<file path="src/rtl/max7219_pkg.sv">
// Shared register addresses, glyph codes and state encodings for the MAX7219 glyph driver.
package max7219_pkg;

    localparam logic [7:0] REG_DECODE    = 8'h09;
    localparam logic [7:0] REG_INTENSITY = 8'h0A;
    localparam logic [7:0] REG_SCAN_LIM  = 8'h0B;
    localparam logic [7:0] REG_SHUTDOWN  = 8'h0C;
    localparam logic [7:0] REG_TEST      = 8'h0F;

    localparam logic [3:0] GLYPH_HAPPY   = 4'd10;
    localparam logic [3:0] GLYPH_NEUTRAL = 4'd11;
    localparam logic [3:0] GLYPH_SAD     = 4'd12;

    localparam logic [3:0] INIT_FRAMES  = 4'd5;
    localparam logic [3:0] BURST_FRAMES = 4'd8;

    typedef enum logic [1:0] {T_INIT, T_IDLE, T_BURST} top_state_t;
    typedef enum logic [1:0] {E_READY, E_LOAD, E_SHIFT, E_GAP} eng_state_t;

    function automatic logic [15:0] init_word(input logic [2:0] idx, input logic [3:0] intensity);
        case (idx)
            3'd0:    init_word = {REG_SHUTDOWN, 8'h01};
            3'd1:    init_word = {REG_DECODE, 8'h00};
            3'd2:    init_word = {REG_SCAN_LIM, 8'h07};
            3'd3:    init_word = {REG_INTENSITY, 4'h0, intensity};
            default: init_word = {REG_TEST, 8'h00};
        endcase
    endfunction

endpackage

</file>
<file path="src/rtl/max7219_font.sv">
// Combinational 8x8 glyph ROM: digits 0-9, three smileys, blank for codes 13-15.
// Row 0 is the top row; bit 7 is the leftmost column.
module max7219_font
    import max7219_pkg::*;
(
    input  logic [3:0] code,
    input  logic [2:0] row,
    output logic [7:0] data
);

    logic [63:0] bits;

    always_comb begin
        case (code)
            4'd0:          bits = 64'h3C66_6E76_6666_3C00;
            4'd1:          bits = 64'h1838_1818_1818_7E00;
            4'd2:          bits = 64'h3C66_060C_3060_7E00;
            4'd3:          bits = 64'h3C66_061C_0666_3C00;
            4'd4:          bits = 64'h0C1C_3C6C_7E0C_0C00;
            4'd5:          bits = 64'h7E60_7C06_0666_3C00;
            4'd6:          bits = 64'h3C60_7C66_6666_3C00;
            4'd7:          bits = 64'h7E06_0C18_3030_3000;
            4'd8:          bits = 64'h3C66_663C_6666_3C00;
            4'd9:          bits = 64'h3C66_663E_060C_3800;
            GLYPH_HAPPY:   bits = 64'h3C42_A581_A599_423C;
            GLYPH_NEUTRAL: bits = 64'h3C42_A581_BD81_423C;
            GLYPH_SAD:     bits = 64'h3C42_A581_99A5_423C;
            default:       bits = 64'h0;
        endcase
    end

    // {~row, 3'b000} == 8*(7-row): row 0 is the most significant byte
    assign data = bits[{~row, 3'b000} +: 8];

endmodule

</file>
<file path="src/rtl/max7219_glyph_driver.sv">
// Drives one MAX7219 8x8 matrix: init sequence after reset, then an 8-row refresh on glyph/enable change.
// Latency: CS falls 2 clk after the first IDLE cycle with a changed input; frame period 32*CLK_DIV+CS_GAP+1.
// No backpressure: inputs are sampled only in IDLE; MAX7219_REINIT_EN adds a periodic forced re-init.
module max7219_glyph_driver
    import max7219_pkg::*;
#(
    parameter int          CLK_DIV      = 4,
    parameter int          CS_GAP       = 4,
    parameter logic [3:0]  INTENSITY    = 4'h8,
    parameter logic [23:0] REINIT_TICKS = 24'd1_000_000
) (
    input  logic       clk,
    input  logic       rst,
    input  logic [3:0] digit,
    input  logic       enable_display,
    output logic       DIN,
    output logic       CS,
    output logic       SCLK,
    output logic       busy
);

    localparam int DIV_W = $clog2(2 * CLK_DIV);
    localparam int GAP_W = $clog2(CS_GAP + 1);
    localparam logic [DIV_W-1:0] DIV_MID = DIV_W'(CLK_DIV - 1);
    localparam logic [DIV_W-1:0] DIV_END = DIV_W'(2 * CLK_DIV - 1);
    localparam logic [GAP_W-1:0] GAP_END = GAP_W'(CS_GAP - 1);

    top_state_t       top_state;
    eng_state_t       eng_state;
    logic [3:0]       idx;
    logic [4:0]       snap;
    logic             force_refresh;
    logic [15:0]      shreg;
    logic [3:0]       bit_cnt;
    logic [DIV_W-1:0] div_cnt;
    logic [GAP_W-1:0] gap_cnt;
    logic [7:0]       font_row;
    logic [15:0]      word;
    logic             gap_last;
    logic             eng_rdy;
    logic             need_burst;
    logic             start;
    logic             reinit_pend;

    max7219_font u_font (
        .code (snap[3:0]),
        .row  (idx[2:0]),
        .data (font_row)
    );

    assign gap_last   = (eng_state == E_GAP) && (gap_cnt == GAP_END);
    // GAP's last cycle counts as ready so back-to-back frames skip an idle cycle
    assign eng_rdy    = (eng_state == E_READY) || gap_last;
    assign need_burst = force_refresh || ({enable_display, digit} != snap);

    always_comb begin
        word = 16'h0;
        if (top_state == T_INIT)
            word = init_word(idx[2:0], INTENSITY);
        else
            word = {4'h0, idx + 4'd1, snap[4] ? font_row : 8'h00};
    end

    always_comb begin
        start = 1'b0;
        case (top_state)
            T_INIT:  start = eng_rdy && (idx != INIT_FRAMES);
            T_IDLE:  start = eng_rdy && !reinit_pend && need_burst;
            T_BURST: start = eng_rdy && (idx != BURST_FRAMES);
            default: start = 1'b0;
        endcase
    end

    // Top sequencer: idx advances as each frame is latched in LOAD
    always_ff @(posedge clk or posedge rst) begin
        if (rst) begin
            top_state     <= T_INIT;
            idx           <= 4'd0;
            snap          <= 5'd0;
            force_refresh <= 1'b1;
        end else begin
            if (eng_state == E_LOAD)
                idx <= idx + 4'd1;
            case (top_state)
                T_INIT: begin
                    if (eng_rdy && idx == INIT_FRAMES) begin
                        top_state <= T_IDLE;
                        idx       <= 4'd0;
                    end
                end
                T_IDLE: begin
                    if (reinit_pend) begin
                        top_state     <= T_INIT;
                        force_refresh <= 1'b1;
                        idx           <= 4'd0;
                    end else if (need_burst) begin
                        top_state     <= T_BURST;
                        snap          <= {enable_display, digit};
                        force_refresh <= 1'b0;
                        idx           <= 4'd0;
                    end
                end
                T_BURST: begin
                    if (eng_rdy && idx == BURST_FRAMES) begin
                        top_state <= T_IDLE;
                        idx       <= 4'd0;
                    end
                end
                default: top_state <= T_INIT;
            endcase
        end
    end

    always_ff @(posedge clk or posedge rst) begin
        if (rst) begin
            eng_state <= E_READY;
            CS        <= 1'b1;
            SCLK      <= 1'b0;
            DIN       <= 1'b0;
            busy      <= 1'b0;
            shreg     <= 16'h0;
            bit_cnt   <= 4'd0;
            div_cnt   <= '0;
            gap_cnt   <= '0;
        end else begin
            case (eng_state)
                E_READY: begin
                    if (start) begin
                        eng_state <= E_LOAD;
                        busy      <= 1'b1;
                    end
                end
                E_LOAD: begin
                    shreg     <= word;
                    bit_cnt   <= 4'd15;
                    div_cnt   <= '0;
                    CS        <= 1'b0;
                    DIN       <= word[15];
                    eng_state <= E_SHIFT;
                end
                E_SHIFT: begin
                    div_cnt <= div_cnt + 1'b1;
                    if (div_cnt == DIV_MID)
                        SCLK <= 1'b1;
                    if (div_cnt == DIV_END) begin
                        SCLK    <= 1'b0;
                        div_cnt <= '0;
                        if (bit_cnt == 4'd0) begin
                            CS        <= 1'b1;
                            DIN       <= 1'b0;
                            gap_cnt   <= '0;
                            eng_state <= E_GAP;
                        end else begin
                            bit_cnt <= bit_cnt - 4'd1;
                            shreg   <= {shreg[14:0], 1'b0};
                            DIN     <= shreg[14];
                        end
                    end
                end
                E_GAP: begin
                    if (gap_last) begin
                        if (start) begin
                            eng_state <= E_LOAD;
                        end else begin
                            eng_state <= E_READY;
                            busy      <= 1'b0;
                        end
                    end else begin
                        gap_cnt <= gap_cnt + 1'b1;
                    end
                end
                default: eng_state <= E_READY;
            endcase
        end
    end

`ifdef MAX7219_REINIT_EN
    logic [23:0] reinit_cnt;

    // Pending flag waits for IDLE so an active burst is never cut short
    always_ff @(posedge clk or posedge rst) begin
        if (rst) begin
            reinit_cnt  <= 24'd0;
            reinit_pend <= 1'b0;
        end else if (top_state == T_IDLE && reinit_pend) begin
            reinit_cnt  <= 24'd0;
            reinit_pend <= 1'b0;
        end else if (reinit_cnt == REINIT_TICKS) begin
            reinit_pend <= 1'b1;
        end else begin
            reinit_cnt <= reinit_cnt + 24'd1;
        end
    end
`else
    logic unused_reinit_ticks;
    assign reinit_pend         = 1'b0;
    assign unused_reinit_ticks = ^REINIT_TICKS;
`endif

endmodule

</file>
<file path="config.mk">
export PLATFORM = sky130hd
export DESIGN_NAME = max7219_glyph_driver
export DESIGN_NICKNAME = d
export VERILOG_FILES = /design/src/rtl/max7219_pkg.sv /design/src/rtl/max7219_font.sv /design/src/rtl/max7219_glyph_driver.sv
export SDC_FILE = /design/constraint.sdc
export NUM_CORES = 1
export LEC_CHECK = 0
export ABC_CLOCK_PERIOD_IN_PS = 3360
export CAP_MARGIN = 10
export CORE_MARGIN = 2
export CORE_UTILIZATION = 64
export CTS_BUF_LIST = sky130_fd_sc_hd__clkbuf_2 sky130_fd_sc_hd__clkbuf_4 sky130_fd_sc_hd__clkbuf_8
export CTS_CLUSTER_DIAMETER = 150
export CTS_CLUSTER_SIZE = 14
export DETAILED_ROUTE_END_ITERATION = 12
export PLACE_DENSITY = 0.88
export SKIP_LAST_GASP = 1
export SLEW_MARGIN = 20
export SYNTH_ARGS = -nofsm -noshare
export SYNTH_HDL_FRONTEND = slang
export SYNTH_SLANG_ARGS = --single-unit
</file>
<file path="constraint.sdc">
create_clock -name clk -period 3.36 [get_ports clk]
set_clock_uncertainty 0.15 [all_clocks]
set_input_delay 0.336 -clock clk [delete_from_list [all_inputs] [get_ports clk]]
set_output_delay 0.336 -clock clk [all_outputs]
set_load 0.02 [all_outputs]
</file>
==> metrics.txt, run 1 <==
fin cells 478; # hold bufs at CTS 0; gpl congestion 0.982; hold crit path type input pin to async pin; Final Max Slew Viols 0; maximum VDD drop 0.145 mV; Yosys reg bits 43; initial drt markers 292; syn nets 440; CTS Buf Count 5; initial antenna violation count 0; clock tree buffer depth 2; post-layout util 0.710; Vias/cell 6.51; Worst Setup End Kind flop; CTS clk-pin slew, worst paths 0.08 ns; Rows 26; maxcap violations 0; top_reg_cell synth dfrtp_1; area delta synth->final 6.41%; Post-synth EDFFs 0; initial core utilization 0.668; WP data arrival 2.71 ns; Max Fclk 374 MHz; Die ar. 0.00600 sq mm; Port Buf Inserts 10; net count reported at finish 437; RSZ-0062 raised after global routing false; worst-skew pair later-pin latency 0.30 ns; wire per inst 17.5 um; Die Y-Extent 77.5 um; CP Launch Type flop; DR vias 3111; layout cell share with drive strength beyond 1 0.0956; CTS tree done; Pre-antenna DRT Iters 5; Slew HR 0.459; period utilisation layout 0.796; Leakage Power 0.00157 uW; type of the worst setup path flop to flop; syn avg cell area 8.42 sq um; Root Driver clkbuf_8; antenna viol nets, final 0; Setup Buffers After CTS 0; Fin. Hold Viols 0; Syn Inst Count 410; Final HPWL DP 5.95 mm; CTS resizes 0; Post-synth ARST share 1.00; # IOs 11; crit-path max FO 13; status complete, no violations; Final min period 2.68 ns; Worst-Margin Slew 0.811 ns; final setup TNS 0 ns; Worst EP required 3.39 ns; largest net degree at the start of global routing 27; Post-Route WL 8.35 mm; core area 0.00517 sq mm; endpoints failing setup 0; number of global-route vias before repair 2990; drt drc 0; register area share after synthesis 0.312; Synth cell types 73; Yosys warning count 0; power density over the cells 260 mW/mm^2; first-pass GRT wire length 14.2 mm; ant diodes 0; Global Route Usage Sum 0.291; Post-Syn Area 0.00345 sq mm; Clock Sinks 43; grt ovf 0; die width 77.5 um; H-tree Lvls 2; Placed Cells 470
sequential cells by signal, summed over array words and instances, names as in the netlist:
signal and count:
busy 1, idx 4, snap 5, DIN 1
shreg 15, top_state 2, force_refresh 1, div_cnt 3
eng_state 2, gap_cnt 3, bit_cnt 4, SCLK 1
CS 1
worst max-delay path: stages (launching register included):
cell,delay [ns]
dfrtp_1,0.52
inv_1,0.18
ha_1,0.41
nor2b_1,0.36
o21ai_0,0.15
a311oi_1,0.29
o32ai_1,0.14
a221o_1,0.36
power by group:
group / leakage, uW / switching, uW / internal (uW)
registers: 0.000539 / 0 / 517
clock network: 0.0000581 / 190 / 222
logic: 0.000970 / 15.6 / 9.68
synthesized netlist by cell type, drive strengths merged, types with 3 or more instances:
library cell   n  area share
o22ai          5      0.0091
dfrtp         41        0.30
mux2i          5       0.014
nor3b          3      0.0065
mux2           8       0.026
a22o           4       0.010
a211o          3      0.0076
a211oi         6       0.013
a311oi         3      0.0076
a31oi          3      0.0054
a21o           3      0.0065
a21oi         26       0.038
o21a           4      0.0087
o311a          3      0.0087
o21ai         42       0.061
nand4          3      0.0054
xor2           8       0.020
nor3           7       0.010
nor4           3       0.012
nand3         12       0.017
clkbuf        10       0.011
nand2b         9       0.016
nor2          30       0.033
a221oi         5       0.013
ha            23       0.083
a31o           3      0.0076
nand2         40       0.043
inv           17       0.018
nor2b         12       0.022
buf           23       0.040
o31ai          3      0.0065
o311ai         4       0.012
logic make-up after synthesis:
family                     share of synthesized area
xor gates and xnor gates                      0.0254
buffers and inverters                         0.0707
and+or+nand+nor                                0.193
adders and majority gates                     0.0833
AOI/OAI and AO/OA                              0.268
DFF                                            0.312
muxes                                         0.0471
cell usage in the layout, fill, tap and decap left out, types with 3 or more instances in the layout:
master | Yosys | routed
a21o_1 | 3 | 3
nand3_1 | 12 | 12
o22ai_1 | 5 | 5
xor2_1 | 8 | 8
mux2i_1 | 5 | 5
nor2b_1 | 12 | 12
nand4_1 | 3 | 3
o31ai_1 | 3 | 3
a211oi_1 | 6 | 6
nor2_1 | 29 | 29
clkdlybuf4s50_1 | 0 | 10
ha_1 | 23 | 23
clkbuf_8 | 0 | 5
o21a_1 | 4 | 4
nor3_1 | 7 | 7
mux2_2 | 7 | 7
a22o_1 | 4 | 4
nand2b_1 | 9 | 9
inv_1 | 17 | 17
a31oi_1 | 3 | 3
o311a_1 | 3 | 3
a21oi_1 | 26 | 26
nor3b_1 | 3 | 3
dfrtp_1 | 41 | 41
nand2_1 | 40 | 40
a211o_1 | 3 | 3
buf_4 | 1 | 13
a311oi_1 | 3 | 3
o21ai_0 | 38 | 38
o21ai_1 | 4 | 4
a31o_2 | 3 | 3
a221oi_1 | 5 | 5
cell type report:
| class | instances | area (sq um) |
|---|---|---|
| inverter | 18 | 67.6 |
| tap | 70 | 87.6 |
| fill | 400 | 1500 |
| multi-input combinational | 316 | 2130 |
| timing repair buffer | 23 | 198 |
| sequential | 43 | 1080 |
| clock inverter | 3 | 43.8 |
| clock buffer | 5 | 68.8 |
worst paths after layout:
kind	slack (ns)	to	from	cells past startpoint
worst min register to register	0.33	shreg[0]$_DFFE_PP0P_	shreg[0]$_DFFE_PP0P_	1
min in group clk	0.33	shreg[0]$_DFFE_PP0P_	shreg[0]$_DFFE_PP0P_	1
worst max register to register	0.68	shreg[6]$_DFFE_PP0P_	snap[0]$_DFFE_PP0P_	7
max in group asynchronous	2.54	shreg[4]$_DFFE_PP0P_	rst	3
worst max-delay path	0.68	shreg[6]$_DFFE_PP0P_	snap[0]$_DFFE_PP0P_	7
worst min-delay path	0.23	div_cnt[2]$_DFFE_PP0P_	rst	3
metal layers:
layer / part of all wire / GRT usage / vias to the layer above
met5: 0 / 0 / -
met4: 0.037 / 0.138 / 0
met3: 0.051 / 0.0360 / 31
met2: 0.49 / 0.490 / 113
met1: 0.42 / 0.373 / 1475
li1: - / - / 1492
per-stage QoR:
stage	worst slack (ns)	instance area, sq um	power, uW	hold WS [ns]
final	0.684	3670	954	0.229
after detailed placement	0.709	3560	554	0.315
after global routing	0.433	3670	978	0.262
after floorplan	0.727	3450	540	0.294
after global placement	0.823	3560	553	0.308
after CTS	0.695	3670	958	0.245
No activity file was read; power rests on OpenSTA's default activity.
==> inputs of run 2 (changes only) <==
- ABC_CLOCK_PERIOD_IN_PS: 3360 -> 2400
- CORE_UTILIZATION: 64 -> 58
- PLACE_DENSITY: 0.88 -> 0.84
- clock period: 3.36 -> 2.4 ns (I/O delays scaled with it)
==> run 2 against run 1 <==
Compared with the run above:
- sequential share of layout area fell by 1.2 points
- clock power is 16% higher
- design area up 4.2%
- non-clock buffer count is 18 higher
- die area increased by 9.8%
- hold slack got worse by 0.0057 ns
- setup slack worse by 0.55 ns
- wire length increased by 4.7%
- largest power group unchanged
==> metrics.txt, run 2 (synthesized netlist as in run 1, its figures left out) <==
RR Endpoint shreg[1]$_DFFE_PP0P_ (was shreg[6]$_DFFE_PP0P_); Worst EP required 2.47 ns (was 3.39 ns); initial drt markers 241 (was 292); worst-skew pair later-pin latency 0.30 ns (about the same); Leakage Power 0.00164 uW (was 0.00157 uW); ant diodes 0 (unchanged); number of global-route vias before repair 3033 (was 2990); net count reported at finish 455 (was 437); Die ar. 0.00659 sq mm (was 0.00600 sq mm); wire per inst 17.5 um (about the same); # hold bufs at CTS 0 (unchanged); CP Launch Type flop (unchanged); dpl cell area 0.00372 sq mm (was 0.00356 sq mm); final setup TNS 0 ns (unchanged); layout cell share with drive strength beyond 1 0.148 (was 0.0956); period utilisation layout 0.945 (was 0.796); most common cell after layout, fill and taps aside dfrtp_1 (unchanged); Pre-antenna DRT Iters 5 (unchanged); antenna viol nets, final 0 (unchanged); Global Route Usage Sum 0.286 (was 0.291); power density over the cells 322 mW/mm^2 (was 260 mW/mm^2); # IOs 11 (unchanged); grt ovf 0 (unchanged); hold crit path type input pin to async pin (unchanged); Die Y-Extent 81.2 um (was 77.5 um); largest net degree at the start of global routing 44 (was 27); Port Buf Inserts 10 (unchanged); most flop-heavy register shreg (unchanged); Clock Sinks 43 (unchanged); CP Cell Sequence inv_2 > ha_2 > nor2b_1 > nor3_1 > a211oi_1 > or4b_1 > a32oi_1 (was inv_1 > ha_1 > nor2b_1 > o21ai_0 > a311oi_1 > o32ai_1 > a221o_1); H-tree Lvls 2 (unchanged); Post-Route WL 8.75 mm (was 8.35 mm); initial core utilization 0.590 (was 0.668); type of the worst setup path flop to flop (unchanged); endpoints failing setup 0 (unchanged); RSZ-0062 raised after global routing false (unchanged); CP max-delay cell or4b_1 (was dfrtp_1); maxcap violations 0 (unchanged); area delta synth->final 10.8% (was 6.41%); CTS Buf Count 5 (unchanged); worst flop-to-flop path startpoint snap[1]$_DFFE_PP0P_ (was snap[0]$_DFFE_PP0P_); Final Max Slew Viols 0 (unchanged); Rows 28 (was 26); Setup Buffers After CTS 0 (unchanged); core area 0.00585 sq mm (was 0.00517 sq mm); maximum VDD drop 0.245 mV (was 0.145 mV); first-pass GRT wire length 14.6 mm (was 14.2 mm); CTS clk-pin slew, worst paths 0.09 ns (was 0.08 ns); commonest cells after routing, fill and taps aside 41 x dfrtp_1, 40 x nand2_1, 38 x o21ai_0 (unchanged); worst reg-to-reg setup slack 0.13 ns (was 0.68 ns); Slew HR 0.639 (was 0.459); fill count 465 (was 400); Vias/cell 6.33 (was 6.51); Worst-Margin Slew 0.541 ns (was 0.811 ns); worst-case reg-to-reg path depth 7 (unchanged); drt drc 0 (unchanged); clock tree buffer depth 2 (unchanged); CTS tree done (unchanged); Max Fclk 441 MHz (was 374 MHz); max reg flops 15 (unchanged); origin of the worst setup path snap[1]$_DFFE_PP0P_ (was snap[0]$_DFFE_PP0P_); Worst Setup End Kind flop (unchanged); CTS resizes 0 (unchanged); WP data arrival 2.34 ns (was 2.71 ns); gpl congestion 0.922 (was 0.982); Final HPWL DP 6.50 mm (was 5.95 mm); DR vias 3172 (was 3111); die width 81.2 um (was 77.5 um); Final min period 2.27 ns (was 2.68 ns); Largest regs shreg: 15 flops, snap: 5 flops (unchanged); Fin. Hold Viols 0 (unchanged); final instance area 0.00383 sq mm (was 0.00367 sq mm); crit-path max cell delay 0.52 ns (about the same); crit-path max FO 5 (was 13); Root Driver clkbuf_8 (unchanged); Worst Setup EP shreg[1]$_DFFE_PP0P_ (was shreg[6]$_DFFE_PP0P_); status complete, no violations (unchanged); initial antenna violation count 0 (unchanged)
[run 2: worst min path at each step]
| stage | start | to |
|---|---|---|
| floorplan | digit[0] | snap[0]$_DFFE_PP0P_ |
| global placement | shreg[0]$_DFFE_PP0P_ | shreg[0]$_DFFE_PP0P_ |
| detailed placement | shreg[11]$_DFFE_PP0P_ | shreg[11]$_DFFE_PP0P_ |
| CTS | rst | eng_state[0]$_DFFE_PP0P_ |
| global route | rst | eng_state[0]$_DFFE_PP0P_ |
| finish | rst | eng_state[0]$_DFFE_PP0P_ |
[run 2: area by class of cell]
| class | instances | area (sq um) | area share |
|---|---|---|---|
| multi-input combinational | 316 | 2150 | 0.563 |
| sequential | 43 | 1080 | 0.282 |
| timing repair buffer | 41 | 345 | 0.0902 |
| tap | 75 | 93.8 | 0.0245 |
| clock buffer | 6 | 76.3 | 0.0199 |
| inverter | 18 | 67.6 | 0.0177 |
| clock inverter | 2 | 12.5 | 0.00327 |
[run 2: report_power, final]
group | switching (uW) | internal (uW) | total (uW)
clock network | 261 | 215 | 476
logic | 21.8 | 12.4 | 34.2
registers | 0 | 724 | 724
total | 282 | 951 | 1230
[run 2: per-stage QoR]
step                std cells  worst slack [ns]  utilization  hold WS [ns]  total power (uW)
floorplan                 410           0.00603            -         0.207               755
global placement          493             0.125        0.636         0.307               772
detailed placement        493             0.116        0.636         0.327               774
CTS                       501            0.0874        0.651         0.243              1240
global route              501           0.00713        0.654         0.308              1270
finish                    501             0.131        0.654         0.223              1230
[run 2: worst max-delay path, delay by kind of cell, from the launching register on]
kind	cells	cell delay [ns]
simple gates	3	0.92
flops	1	0.41
fa+ha+maj	1	0.31
compound gates	2	0.29
buf+inv	1	0.10
[run 2: routing by layer]
layer | routed length [um] | vias up | global-route usage | part of all wire
met5 | 0 | - | 0 | 0
met1 | 3850 | 1522 | 0.374 | 0.44
met3 | 441 | 14 | 0.0333 | 0.050
met2 | 4300 | 108 | 0.490 | 0.49
li1 | - | 1528 | - | -
met4 | 154 | 0 | 0.0966 | 0.018
